`config.mk`:
```
export PLATFORM = sky130hd
export DESIGN_NAME = stopwatch_lap_ctrl
export DESIGN_NICKNAME = d
export VERILOG_FILES = /design/src/rtl/stopwatch_lap_ctrl.sv
export SDC_FILE = /design/constraint.sdc
export NUM_CORES = 1
export LEC_CHECK = 0
export ABC_AREA = 1
export ABC_CLOCK_PERIOD_IN_PS = 1700
export CAP_MARGIN = 25
export CORE_ASPECT_RATIO = 1.4
export CORE_UTILIZATION = 58
export DETAILED_ROUTE_END_ITERATION = 10
export DONT_BUFFER_PORTS = 1
export GPL_ROUTABILITY_DRIVEN = 0
export GPL_TIMING_DRIVEN = 0
export PLACE_DENSITY = 0.76
export SLEW_MARGIN = 15
export SYNTH_ARGS = -nofsm -noshare
export SYNTH_HDL_FRONTEND = slang
export SYNTH_SLANG_ARGS = --single-unit
```
`constraint.sdc`:
```
create_clock -name clk_core -period 1.7 [get_ports clk_core]
set_clock_uncertainty 0.05 [all_clocks]
set_input_delay 0.34 -clock clk_core [delete_from_list [all_inputs] [get_ports clk_core]]
set_output_delay 0.34 -clock clk_core [all_outputs]
set_load 0.02 [all_outputs]
```
`src/rtl/stopwatch_lap_ctrl.sv`:
```
// Stopwatch controller: mm:ss.cc time base, run/stop/lap FSM and a small lap
// memory that can be stepped through while stopped.
module stopwatch_lap_ctrl #(
  parameter int unsigned TICK_DIV  = 1000000,
  parameter int unsigned LAP_DEPTH = 4,
  parameter int unsigned MIN_MAX   = 99
) (
  input  logic                                               clk_core,
  input  logic                                               rst,
  input  logic                                               pause,
  input  logic                                               record,
  input  logic                                               recall,
  output logic [7:0]                                         min_o,
  output logic [7:0]                                         sec_o,
  output logic [7:0]                                         ms_10_o,
  output logic                                               running,
  output logic                                               frozen,
  output logic [$clog2(LAP_DEPTH+1)-1:0]                     lap_cnt,
  output logic [((LAP_DEPTH > 1) ? $clog2(LAP_DEPTH) : 1)-1:0] lap_idx,
  output logic                                               lap_full
);

  localparam int CNT_W = $clog2(LAP_DEPTH + 1);
  localparam int IDX_W = (LAP_DEPTH > 1) ? $clog2(LAP_DEPTH) : 1;
  localparam int PSC_W = $clog2(TICK_DIV);

  typedef enum logic [2:0] {
    S_IDLE,
    S_RUN,
    S_LAP,
    S_STOP,
    S_RECALL
  } state_t;

  typedef struct packed {
    logic [7:0] min;
    logic [7:0] sec;
    logic [7:0] cs;
  } time_t;

  state_t             state_q, state_d;
  logic [PSC_W-1:0]   presc_q;
  time_t              live_q, live_inc, snap_q, disp;
  time_t              lap_mem [LAP_DEPTH];
  logic [CNT_W-1:0]   lap_cnt_q;
  logic [IDX_W-1:0]   lap_idx_q;

  // Priority decode: pause beats record beats recall; losers are dropped.
  logic ev_pause, ev_record, ev_recall;
  assign ev_pause  = pause;
  assign ev_record = record & ~pause;
  assign ev_recall = recall & ~pause & ~record;

  logic counting, full, tick;
  logic do_lap, do_store, do_clear, do_enter, do_step, idx_last;

  assign counting = (state_q == S_RUN) || (state_q == S_LAP);
  assign full     = (lap_cnt_q == CNT_W'(LAP_DEPTH));
  assign tick     = counting && (presc_q == PSC_W'(TICK_DIV - 1));

  assign do_lap   = counting && ev_record;
  assign do_store = do_lap && !full;
  assign do_clear = ((state_q == S_STOP) || (state_q == S_RECALL)) && ev_record;
  assign do_enter = (state_q == S_STOP) && ev_recall && (lap_cnt_q != '0);
  assign do_step  = (state_q == S_RECALL) && ev_recall;
  assign idx_last = (CNT_W'(lap_idx_q) == (lap_cnt_q - CNT_W'(1)));

  // ---------------------------------------------------------------- FSM
  always_ff @(posedge clk_core or negedge rst) begin
    if (!rst) state_q <= S_IDLE;
    else      state_q <= state_d;
  end

  always_comb begin
    // NOTE: default first so every path assigns state_d; no latch is inferred.
    state_d = state_q;
    unique case (state_q)
      S_IDLE: begin
        if (ev_pause) state_d = S_RUN;
      end
      S_RUN, S_LAP: begin
        if (ev_pause)       state_d = S_STOP;
        else if (ev_record) state_d = S_LAP;
      end
      S_STOP: begin
        if (ev_pause)       state_d = S_RUN;
        else if (ev_record) state_d = S_IDLE;
        else if (do_enter)  state_d = S_RECALL;
      end
      S_RECALL: begin
        if (ev_pause)       state_d = S_STOP;
        else if (ev_record) state_d = S_IDLE;
      end
      default: state_d = S_IDLE;
    endcase
  end

  always_comb begin
    disp     = live_q;
    running  = counting;
    frozen   = (state_q == S_LAP) || (state_q == S_RECALL);
    lap_idx  = '0;
    lap_cnt  = lap_cnt_q;
    lap_full = full;
    if (state_q == S_LAP) begin
      disp = snap_q;
    end else if (state_q == S_RECALL) begin
      disp    = lap_mem[lap_idx_q];
      lap_idx = lap_idx_q;
    end
    min_o   = disp.min;
    sec_o   = disp.sec;
    ms_10_o = disp.cs;
  end

  // ---------------------------------------------------------- time base
  always_comb begin
    live_inc = live_q;
    if (live_q.cs == 8'd99) begin
      live_inc.cs = '0;
      if (live_q.sec == 8'd59) begin
        live_inc.sec = '0;
        live_inc.min = (live_q.min == 8'(MIN_MAX)) ? 8'd0 : live_q.min + 8'd1;
      end else begin
        live_inc.sec = live_q.sec + 8'd1;
      end
    end else begin
      live_inc.cs = live_q.cs + 8'd1;
    end
  end

  always_ff @(posedge clk_core or negedge rst) begin
    if (!rst) begin
      // NOTE: sequential state is updated with <= so every flop samples
      // pre-edge values; a lap capture therefore sees the untick'd time.
      presc_q <= '0;
      live_q  <= '0;
    end else if (do_clear) begin
      presc_q <= '0;
      live_q  <= '0;
    end else if (counting) begin
      presc_q <= tick ? '0 : presc_q + PSC_W'(1);
      if (tick) live_q <= live_inc;
    end
  end

  // -------------------------------------------------------- lap storage
  always_ff @(posedge clk_core or negedge rst) begin
    if (!rst) begin
      snap_q    <= '0;
      lap_cnt_q <= '0;
      // NOTE: the lap memory is tiny and must read back as zero after reset,
      // so it is built from resettable flops rather than an SRAM macro.
      for (int i = 0; i < int'(LAP_DEPTH); i++) lap_mem[i] <= '0;
    end else begin
      if (do_lap) snap_q <= live_q;
      if (do_store) begin
        lap_mem[lap_cnt_q[IDX_W-1:0]] <= live_q;
        lap_cnt_q                     <= lap_cnt_q + CNT_W'(1);
      end else if (do_clear) begin
        lap_cnt_q <= '0;
      end
    end
  end

  always_ff @(posedge clk_core or negedge rst) begin
    if (!rst)                    lap_idx_q <= '0;
    else if (do_clear || do_enter) lap_idx_q <= '0;
    else if (do_step)            lap_idx_q <= idx_last ? '0 : lap_idx_q + IDX_W'(1);
  end

endmodule

```
# ---- Yosys cells after proc, flatten, opt, wreduce, memory -nomap -nowiden
# Cells that the tools add are included.
dict set report totals {
  register_bits 172
  in_bits 5
  out_inout_bits 32
  elab_cells 114
}
dict set report classes {
  n_addsub 7
  order_cmp 3
  n_eq_ne 14
  muxes 35
  bitwise 7
  n_reduce_logical 26
}
# operator count
set op_table {}
lappend op_table {{two-way mux 24 bit} 8}
lappend op_table {{bitwise mux 96 bit} 1}
lappend op_table {{two-way mux 20 bit} 3}
lappend op_table {{binary-select mux 24 bit (select 2 bit)} 1}
lappend op_table {{demux 24 bit (select 2 bit)} 1}
lappend op_table {{two-way mux 8 bit} 4}
lappend op_table {{two-way mux 3 bit} 10}
lappend op_table {{adder 8 x 1 -> 8 bit (second input constant)} 3}
lappend op_table {{adder 20 x 1 -> 20 bit (second input constant)} 1}
lappend op_table {{equality test 20 bit (second input constant)} 1}
lappend op_table {{equality test 8 x 7 -> 1 bit (second input constant)} 2}
lappend op_table {{two-way mux 16 bit} 1}
lappend op_table {{one-hot mux 3 bit (4 select lines)} 1}
lappend op_table {{nonzero test 2 bit} 6}
lappend op_table {{two-way mux 2 bit} 5}
lappend op_table {{equality test 8 x 6 -> 1 bit (second input constant)} 1}
lappend op_table {{logical AND 1 bit} 8}
lappend op_table {{AND reduction 4 bit} 2}
lappend op_table {{equality test 3 x 2 -> 1 bit (second input constant)} 2}
lappend op_table {{equality test 3 bit (second input constant)} 2}
lappend op_table {{greater-or-equal comparator 3 bit (second input constant)} 2}
lappend op_table {{!= test 3 bit (second input constant)} 2}
lappend op_table {{NOT 2 -> 3 bit} 2}
lappend op_table {{logical OR 1 bit} 4}
lappend op_table {{other kinds (16)} 19}

# ---- Longest topological paths before layout
dict set report logic_depth {
  depth_word 9
  ltp_mapped 11
  depth_no_buf 10
}

# ---- Least setup slack after synthesis
# Ideal clock, no wire load.
dict set report synth_path {
  kind {reg-to-reg}
  start {reg lap_cnt_q[0] (netlist: lap_cnt[0])}
  end {reg lap_mem[55] (netlist name)}
  setup_time_ns 0.130
  arrival_time_ns 1.675
  required_time_ns 1.520
  slack_ns -0.156
  path_stages_with_launch 11
  n_path_buf 2
  path_cell_list {dfrtp_1 -> inv_1 -> ha_1 -> nand2_1 -> inv_1 -> nor2_8 -> nand2_2 -> buf_6 -> buf_6 -> nand2_1 -> o21ai_1}
}
dict set report synth_via {
  word_cells_on_any_way 10
}
# item line
set synth_lines {}
lappend synth_lines {{from (decl)} 45} ;# logic [CNT_W-1:0] lap_cnt_q;
lappend synth_lines {{from (signal assigned)} 159} ;# lap_cnt_q <= lap_cnt_q + CNT_W'(1);
lappend synth_lines {{equality test 3 bit} 58} ;# assign full = (lap_cnt_q == CNT_W'(LAP_DEPTH));
lappend synth_lines {{named net lap_full} 20} ;# output logic lap_full
lappend synth_lines {{logical NOT 1 bit} 62} ;# assign do_store = do_lap && !full;
lappend synth_lines {{logical AND 1 bit} 62}
lappend synth_lines {{to (signal, indexed assignment)} 158} ;# lap_mem[lap_cnt_q[IDX_W-1:0]] <= live_q;
lappend synth_lines {{to (decl)} 44} ;# time_t lap_mem [LAP_DEPTH];
# The timed path passes the listed nets, and every way through them passes these cells.
# A chain may end at the register's enable or synchronous reset.

# ---- Worst setup path after layout
dict set report layout_path {
  start {reg lap_idx_q[0]}
  end {out min_o[4]}
}
dict set report layout_via {
  elab_chain_len 6
}
# item line
set layout_lines {}
lappend layout_lines {{from (decl)} 46} ;# logic [IDX_W-1:0] lap_idx_q;
lappend layout_lines {{from (signal assigned)} 169} ;# else if (do_step) lap_idx_q <= idx_last ? '0 : lap_idx_q + IDX_W'(1);
lappend layout_lines {{NOT 2 -> 3 bit (not written as such)} 108} ;# disp = lap_mem[lap_idx_q];
lappend layout_lines {{binary-select mux 24 bit (select 2 bit)} 108}
lappend layout_lines {{two-way mux 24 bit (not written as such) (2 in series)} 108}
lappend layout_lines {{two-way mux 24 bit} 107} ;# end else if (state_q == S_RECALL) begin
lappend layout_lines {{two-way mux 24 bit} 105} ;# if (state_q == S_LAP) begin
lappend layout_lines {{to (decl)} 13} ;# output logic [7:0] min_o,
# Every way passes these cells. The select of a mux whose other input is x is not followed.

==> impl_metrics.json <==
{
  "failed_checks": "DRC, hold timing, setup timing",
  "flip_flop_and_latch_count_after_synthesis": 172,
  "netlist.top_cell.by_area": "sky130_fd_sc_hd__dfrtp_1",
  "row_count": 52,
  "ir_worst_vdd_v": 0.000871,
  "syn-num-nets": 1101,
  "drt_pass1_iterations": 11,
  "drt-vias-per-instance": 7.48,
  "place_hpwl_um": 17000,
  "cp-end-kind": "output pin",
  "crit_path_max_fanout": 10,
  "tightestPinTransition_ps": 565,
  "final_nets": 1218,
  "syn_inst": 1087,
  "clock_latency_reported_for_the_late_side_of_the_worst_skew_pair_ps": 460,
  "fin_worst_hold_slack_ps": -471,
  "crit_path_cell_trace": "clkbuf_4 > o21ai_1 > o22ai_1 > nand2_1 > o221ai_4",
  "post_route_worst_setup_slack_ps": -671,
  "cts_sinks": 172,
  "ys_warn_count": 0,
  "final-setup-viol-count": 200,
  "design.core.area_um2": 14500,
  "first_global_vias": 8203,
  "post_layout_power_mw": 14.7,
  "setup.worst_path.start": "lap_idx_q[0]",
  "synth.cells.most_frequent": "sky130_fd_sc_hd__nand2_1, sky130_fd_sc_hd__dfrtp_1, sky130_fd_sc_hd__o21ai_0, sky130_fd_sc_hd__nor2_1, sky130_fd_sc_hd__inv_1",
  "synth_ff_type": "sky130_fd_sc_hd__dfrtp_1",
  "starting_density_of_the_core_pct": 59.8,
  "timing_max_transition_violations_final": 0,
  "route.detailed.wl_per_inst_um": 31.4,
  "final_routed_wirelength_across_all_metal_layers_um": 44200,
  "worstReg2RegStart": "live_q[6]",
  "route.vias.total": 10510,
  "slowest_stage_cell_on_the_critical_path": "sky130_fd_sc_hd__dfrtp_2",
  "cts.reportedPaths.clkPinSlew_ps": 80,
  "maxCapViolations": 0,
  "post_route_fraction_of_the_period_consumed_by_the_critical_path_pct": 139,
  "grt_max_degree": 173,
  "p_leak_nw": 5.81,
  "synth.yosys.seq_area_share_pct": 49.6,
  "layout-area-overhead-vs-synth_pct": 53.9,
  "hold_class": "input port to asynchronous set/reset pin",
  "synth.top_cells.by_area": "sky130_fd_sc_hd__dfrtp_1, sky130_fd_sc_hd__nand2_1, sky130_fd_sc_hd__o21ai_0, sky130_fd_sc_hd__nor2_1, sky130_fd_sc_hd__inv_1",
  "filler_cell_count": 452,
  "setup_repair_after_global_routing_missed_its_margin": "yes",
  "final_layout_size_suffix_gt1_share_pct": 44.0,
  "tritoncts_buffers": 17,
  "setup.worst_path.class": "register to output pin",
  "cts_buffer_depth": 2,
  "crit-reg2reg-capture": "live_q[21]",
  "critPathLaunchType": "register",
  "cts_tree": "yes",
  "period_minus_slack_ps": 2370,
  "final_antenna_net_count": 0,
  "netlist_area_um2": 8680,
  "global_route.overflow_total": 0,
  "regToRegSetupSlack_ps": -640,
  "synthesized_area_divided_by_synthesized_cell_count_um2": 7.98,
  "number_of_antenna_violations_at_the_first_check_in_global_routing": 1,
  "run_status": "finished with violations",
  "cts_root_buf": "sky130_fd_sc_hd__clkbuf_16",
  "cts_max_level": 4,
  "synth_top_area_share_pct": 49.6,
  "die-area_um2": 15500,
  "fmaxAchievable_mhz": 422,
  "detail_route.drc_violations": 48,
  "dp_cells": 1276,
  "final-instance-count-excl-fill": 1406,
  "pwr_density_cell_nw_per_um2": 1100,
  "drt_first_iter_violations": 1813,
  "postSynth.asyncResetShare_pct": 100,
  "pin_count": 37,
  "chipHeight_um": 147,
  "place.port_buffers": 0,
  "rr_worst_depth": 8,
  "synth_cell_types": 34,
  "critical_path_arrival_ps": 1980,
  "die_w_um": 105,
  "max_stage_delay_ps": 480,
  "gr-usage-all-layers_pct": 37.3,
  "grt_first_pass_wirelength_um": 43600,
  "synth_most_common_cell": "sky130_fd_sc_hd__nand2_1",
  "finalHoldViolations": 173,
  "worst_ep_required_time_ps": 1310,
  "slew_headroom_pct": 62.3,
  "synth_edf_count": 0
}
## timing repair
| item | 4_1_cts | 5_1_grt |
|---|---|---|
| setup buffers | 29 | 49 |
| endpoints found under the setup margin | 195 | 200 |
| pin swaps | 26 | 40 |
| gates cloned | 2 | 25 |
| hold endpoints to repair | 172 | 172 |
| resized for setup | 236 | 541 |
## where the power goes
| part | switching (mW) | internal, mW | total, mW |
|---|---|---|---|
| sequential | 0.521 | 4.48 | 5.00 |
| clock | 1.78 | 2.11 | 3.89 |
| combinational | 3.42 | 2.36 | 5.79 |
| total | 5.72 | 8.96 | 14.7 |
## worst max-delay path, delay by kind of cell (launching register included)
kind | cells | cell delay (ps)
AOI/OAI and AO/OA | 3 | 540
DFF | 1 | 480
and+or+nand+nor | 1 | 250
buffers and inverters | 1 | 240
## area by class of cell
cell class | instances | area [um2] | area share [%]
inverters | 92 | 388 | 2.91
multi-input cells | 767 | 5680 | 42.5
diodes | 1 | 2.50 | 0.0187
repair buffers | 100 | 1360 | 10.2
clock buffers | 23 | 478 | 3.58
clock inverters | 8 | 67.6 | 0.506
well taps | 189 | 236 | 1.77
flip-flops and latches | 172 | 4310 | 32.3
plain buffers | 54 | 826 | 6.18
## per-layer routing
layer	share of wire, %	up-vias	global-route usage (%)	wire length [um]
met4	13	2	22.4	5770
met3	14	590	7.19	6180
met5	0.088	-	0	39
li1	-	3866	-	-
met1	29	4845	42.5	12900
met2	44	1207	64.6	19300
## flip-flops by register name, indices dropped and copies added (netlist names)
name / cells
snap_q: 24
lap_idx_q: 2
lap_mem: 96
live_q: 24
state_q: 3
lap_cnt: 3
presc_q: 20
## cell families after synthesis
| group | count (synthesis) | synth area share [%] |
|---|---|---|
| AO/OA/AOI/OAI | 270 | 17.6 |
| XOR/XNOR | 10 | 1.01 |
| adder cells (fa/ha/maj) | 9 | 1.30 |
| buffers and inverters | 151 | 7.50 |
| flip-flops | 172 | 49.6 |
| AND/OR/NAND/NOR | 475 | 23.0 |
## worst max path at each step
stage / endpoint / slack, ps
2_1_floorplan: min_o[0] / -80
3_3_place_gp: sec_o[4] / -690
3_5_place_dp: sec_o[4] / -690
4_1_cts: min_o[6] / -390
5_1_grt: live_q[15] / -760
6_report: min_o[4] / -670
## layout by cell type, fill, tap and decap left out, types with 18 or more instances in the layout
cell                        count
sky130_fd_sc_hd__clkbuf_16     46
sky130_fd_sc_hd__nand2_1      135
sky130_fd_sc_hd__buf_8         20
sky130_fd_sc_hd__o21ai_2       97
sky130_fd_sc_hd__o22ai_1       18
sky130_fd_sc_hd__o21ai_1       74
sky130_fd_sc_hd__inv_1         76
sky130_fd_sc_hd__dfrtp_1      166
sky130_fd_sc_hd__buf_4         34
sky130_fd_sc_hd__o221ai_4      24
sky130_fd_sc_hd__nand2_4       73
sky130_fd_sc_hd__nand3_1       31
sky130_fd_sc_hd__nand2_2       63
sky130_fd_sc_hd__o21ai_0       36
sky130_fd_sc_hd__nor2_1        93
sky130_fd_sc_hd__buf_6         37
## per-stage QoR
stage	TNS [ps]	setup WS, ps	area [um2]	utilization [%]
global placement	-45710	-685	8990	62.0
floorplan	-1220	-76.4	8760	-
finish	-80830	-671	13400	92.0
detailed placement	-49670	-693	8990	62.0
CTS	-36260	-392	10800	74.2
global route	-84900	-760	13400	92.0
(Power assumes the default switching activity.)
